File: src/rtl/alu_result_queue.sv
// In-order result queue between the ALU and write-back: circular buffer with
// occupancy count, stored zero flag, flush, and youngest-match forwarding.
module alu_result_queue #(
   parameter int unsigned DEPTH = 4
) (
   input  logic                     clk,
   input  logic                     reset,
   input  logic                     in_valid,
   output logic                     in_ready,
   input  logic [31:0]              in_y,
   input  logic                     in_cout,
   input  logic [4:0]               in_wa,
   output logic                     out_valid,
   input  logic                     out_ready,
   output logic [31:0]              out_y,
   output logic                     out_cout,
   output logic                     out_zero,
   output logic [4:0]               out_wa,
   input  logic                     flush,
   input  logic [4:0]               fwd_ra,
   output logic                     fwd_hit,
   output logic [31:0]              fwd_data,
   output logic [$clog2(DEPTH):0]   count
);

   localparam int unsigned AW = $clog2(DEPTH);

   logic [31:0]   y_mem    [DEPTH];
   logic          cout_mem [DEPTH];
   logic          zero_mem [DEPTH];
   logic [4:0]    wa_mem   [DEPTH];

   logic [AW-1:0] rp;
   logic [AW-1:0] wp;
   logic [AW-1:0] fidx;
   logic          push;
   logic          pop;

   assign in_ready  = (count != (AW+1)'(DEPTH));
   assign out_valid = (count != '0);
   assign push      = in_valid & in_ready;
   assign pop       = out_valid & out_ready;

   assign out_y    = y_mem[rp];
   assign out_cout = cout_mem[rp];
   assign out_zero = zero_mem[rp];
   assign out_wa   = wa_mem[rp];

   always_ff @(posedge clk) begin
      if (!reset) begin
         rp    <= '0;
         wp    <= '0;
         count <= '0;
      end else if (flush) begin
         rp    <= '0;
         wp    <= '0;
         count <= '0;
      end else begin
         if (push) wp <= wp + 1'b1;
         if (pop)  rp <= rp + 1'b1;
         case ({push, pop})
            2'b10:   count <= count + 1'b1;
            2'b01:   count <= count - 1'b1;
            default: count <= count;
         endcase
      end
   end

   always_ff @(posedge clk) begin
      if (push) begin
         y_mem[wp]    <= in_y;
         cout_mem[wp] <= in_cout;
         zero_mem[wp] <= (in_y == '0);
         wa_mem[wp]   <= in_wa;
      end
   end

   // Walk entries oldest to youngest so the last match (youngest) wins.
   always_comb begin
      fwd_hit  = 1'b0;
      fwd_data = '0;
      fidx     = '0;
      for (int unsigned i = 0; i < DEPTH; i++) begin
         fidx = rp + AW'(i);
         if (((AW+1)'(i) < count) && (wa_mem[fidx] == fwd_ra) && (fwd_ra != '0)) begin
            fwd_hit  = 1'b1;
            fwd_data = y_mem[fidx];
         end
      end
   end

endmodule

File: config.mk
export PLATFORM = sky130hd
export DESIGN_NAME = alu_result_queue
export DESIGN_NICKNAME = d
export VERILOG_FILES = /design/src/rtl/alu_result_queue.sv
export SDC_FILE = /design/constraint.sdc
export NUM_CORES = 1
export LEC_CHECK = 0
export ABC_CLOCK_PERIOD_IN_PS = 3360
export CORE_MARGIN = 2
export CORE_UTILIZATION = 40
export DETAILED_ROUTE_END_ITERATION = 8
export PLACE_DENSITY_LB_ADDON = 0.1
export SYNTH_ARGS = -nofsm -noshare
export SYNTH_HDL_FRONTEND = slang
export SYNTH_SLANG_ARGS = --single-unit
File: constraint.sdc
create_clock -name clk -period 3.36 [get_ports clk]
set_clock_uncertainty 0.1 [all_clocks]
set_input_delay 0.336 -clock clk [delete_from_list [all_inputs] [get_ports clk]]
set_output_delay 0.336 -clock clk [all_outputs]
set_load 0.05 [all_outputs]
==> metrics.md <==
| Metric | Value |
|---|---|
| Global Route met3 Usage | 3.02% |
| Final nets | 975 |
| Post-Route WL | 31900 um |
| Die H | 164 um |
| Hold Crit Class | input port to flip-flop |
| Antenna violations before repair | 0 |
| Die area | 26800 um^2 |
| DP Cell Count | 1190 |
| Max Cap Viol | 0 |
| CP most frequent cell | buf_12 |
| Rel. slew slack | 43.8% |
| CP endpoint kind | primary output |
| Largest net degree at the start of global routing | 77 |
| Leakage | 4.09 nW |
| Commonest cells after routing, fill and taps aside | 156 x edfxtp_1, 101 x nand2_1, 91 x clkdlybuf4s50_1 |
| Vias | 7790 |
| CTS H-tree depth | 4 |
| Number of global-route vias before repair | 8057 |
| Required @ worst endpoint | 2920 ps |
| Post-route ant nets | 0 |
| Outcome | finished, violations left |
| VDD IR max | 0.000379 V |
| Syn Nets | 836 |
| First-pass GRT wire length | 47100 um |
| Clock sink total | 165 |
| Hold Fails Final Rpt | 0 |
| P per Cell Area | 367 nW/um^2 |
| WP data arrival | 2980 ps |
| Placed cell area | 12200 um^2 |
| Grt ovf | 0 |
| Syn Std Cell Area | 10200 um^2 |
| TritonRoute pass-1 iters | 5 |
| DR WL/cell | 25.3 um |
| Final worst path period share | 102% |
| Worst setup margin | -58.8 ps |
| GPL Wtd Cong | 0.763 |
| Clk Latency, worst-skew pair | 430 ps |
| Met1 Use GR | 30.1% |
| Multi-input gate area | 5670 um^2 |
| Row cnt | 58 |
| # IOs | 125 |
| Design Area, Final | 13800 um^2 |
| CP peak stage delay | 500 ps |
| Sequential cell area | 4880 um^2 |
| DRC | 0 |
| Fillers | 2084 |
| Clock transition at path regs | 70 ps |
| Setup violators final | 29 |
| Register bit total from synthesis | 165 |
| Crit Path Max Fanout | 9 |
| Reg-to-reg slack, setup | 1030 ps |
| Synth Area per Inst | 13.1 um^2 |
| Reg-to-Reg Start | count[0]$_SDFFE_PP0P_ |
| Worst Setup SP | rp[0]$_SDFFE_PP0P_ |
| Total CTS buffers | 17 |
| YS warnings | 0 |
| CP startpoint kind | flip-flop |
| Clock Tree Buf Depth | 2 |
| Failing checks | negative setup slack |
| CTS tree | done |
| HPWL Detailed | 19200 um |
| Port bufs | 124 |
| Cell Chain, Critical Path | buf_4, mux4_2, xnor2_1, nand4_1, nor3_4, buf_6, buf_12, mux2i_2, o221ai_2, buf_12 |
| Critical path type | flip-flop to primary output |
| Starting DRT DRC Count | 698 |
| Final non-filler cell total | 1261 |
| Final Max Tran Viols | 0 |
| Gr usage total | 23.7% |
| Reg2reg end | count[2]$_SDFFE_PP0P_ |
| Critical Path End | fwd_data[18] |
| Fraction of layout cells with a size suffix above 1 | 36.8% |
| Die W | 164 um |
| Sequential cell area fraction in the yosys report | 47.7% |
| CORE AREA | 25100 um^2 |
| Via density | 6.18 |
| Met2 Use GR | 41.7% |
| Commonest non-fill, non-tap cell in the layout | edfxtp_1 |
| Tightest Pin Transition | 836 ps |
| Unique masters post-synth | 37 |
| Worst reg2reg path depth | 8 |
| Max Clk Rate | 293 MHz |
| Post-layout util | 55.0% |
| Synthesis-to-layout area growth | 35.3% |
| Gr busiest metal | met2 |
| Min Tclk post-route | 3420 ps |
| Syn Inst Count | 779 |
| Clk root buf | clkbuf_16 |
| Initial core utilization | 40.6% |
| RSZ-0062 raised after global routing | true |
| CP max-delay cell | mux4_2 |
| ANT cells | 0 |
==> worst min-delay path by stage <==
stage                             startpoint               endpoint  slack, ps  cells past startpoint
after global placement    wp[0]$_SDFFE_PP0P_     wp[0]$_SDFFE_PP0P_        460                      2
after detailed placement  wp[0]$_SDFFE_PP0P_     wp[0]$_SDFFE_PP0P_        480                      2
after global routing                 in_cout  cout_mem[2]$_DFFE_PP_        450                      1
final                                in_cout  cout_mem[1]$_DFFE_PP_        430                      1
after floorplan                      in_cout  cout_mem[0]$_DFFE_PP_        330                      0
after CTS                            in_cout  cout_mem[2]$_DFFE_PP_        420                      1
==> power breakdown <==
part           internal, mW  switching, mW  total, mW
clock                 0.986          0.873       1.86
combinational         0.344          0.511      0.855
sequential             2.31         0.0387       2.34
total                  3.64           1.42       5.06
==> through the flow <==
stage / setup TNS [ps] / power, mW / hold slack [ps] / setup WS (ps)
global placement: 0 / 3.17 / 461 / 244
global route: -4100 / 5.22 / 450 / -167
detailed placement: 0 / 3.18 / 476 / 244
CTS: -129 / 5.04 / 421 / -30.0
floorplan: 0 / 2.86 / 335 / 20.0
finish: -917 / 5.06 / 433 / -58.8
==> Yosys cell counts (all sizes together) <==
library cell    n  area, um^2
ha              9         113
o21ai          44         220
a21oi           7        38.8
xor2            6        52.6
a211oi          1        7.51
xnor2          18         165
mux2i          69         691
and3            4        25.0
nand2b          2        12.5
nor2           11        43.8
mux4           84        1890
a21o            1        7.51
a211o           2        17.5
buf            30         170
or2             1        6.26
nand2         101         379
or3             3        18.8
nor3b           1        7.51
nand3          24         120
o221ai         32         280
dfxtp           9         180
nand4          14        87.6
inv             6        22.5
nor3           35         186
edfxtp        156        4680
clkbuf         43         161
and2            2        12.5
mux2           33         372
nor4            8        50.1
o211ai         23         173
==> cell type report <==
| type | count | share of cell area [%] |
|---|---|---|
| Tap cell | 330 | 2.99 |
| Multi-Input combinational cell | 535 | 41.1 |
| Sequential cell | 165 | 35.4 |
| Clock buffer | 18 | 3.18 |
| Timing Repair Buffer | 193 | 16.4 |
| Inverter | 6 | 0.163 |
| Clock inverter | 14 | 0.834 |
==> layer usage <==
metal,vias to the layer above,wire [um]
met5,-,0
met4,0,646
met3,44,1710
met2,307,16300
met1,4027,13200
li1,3412,-
==> worst max-delay path, delay by kind of cell (launching register included) <==
kind	cells	cell delay, ps
multiplexers	2	750
buffers and inverters	4	660
flip-flops	1	390
AND/OR/NAND/NOR	2	380
XOR/XNOR	1	180
AO/OA/AOI/OAI	1	170
==> registers in the layout (all words and copies together), names as in the netlist, named ones only <==
name,cells
cout_mem,4
zero_mem,4
count,3
wp,2
wa_mem,20
y_mem,128
rp,2
==> cell families (layout without fill, tap and decap cells) <==
family,after synthesis,in the layout,share of synthesized area [%]
mux,186,186,29.0
compound gates,110,110,7.30
buf+inv,79,231,3.47
xor+xnor,24,24,2.13
simple gates,206,206,9.31
fa+ha+maj,9,9,1.10
flops,165,165,47.7
==> repair_timing <==
item / CTS / global route
pin swaps: 13 / 21
buffers inserted: 19 / 12
endpoints found under the setup margin: 33 / 33
resized for setup: 68 / 57
gates cloned: 5 / 3
hold buffers: 0 / 0
(Power assumes the default switching activity.)
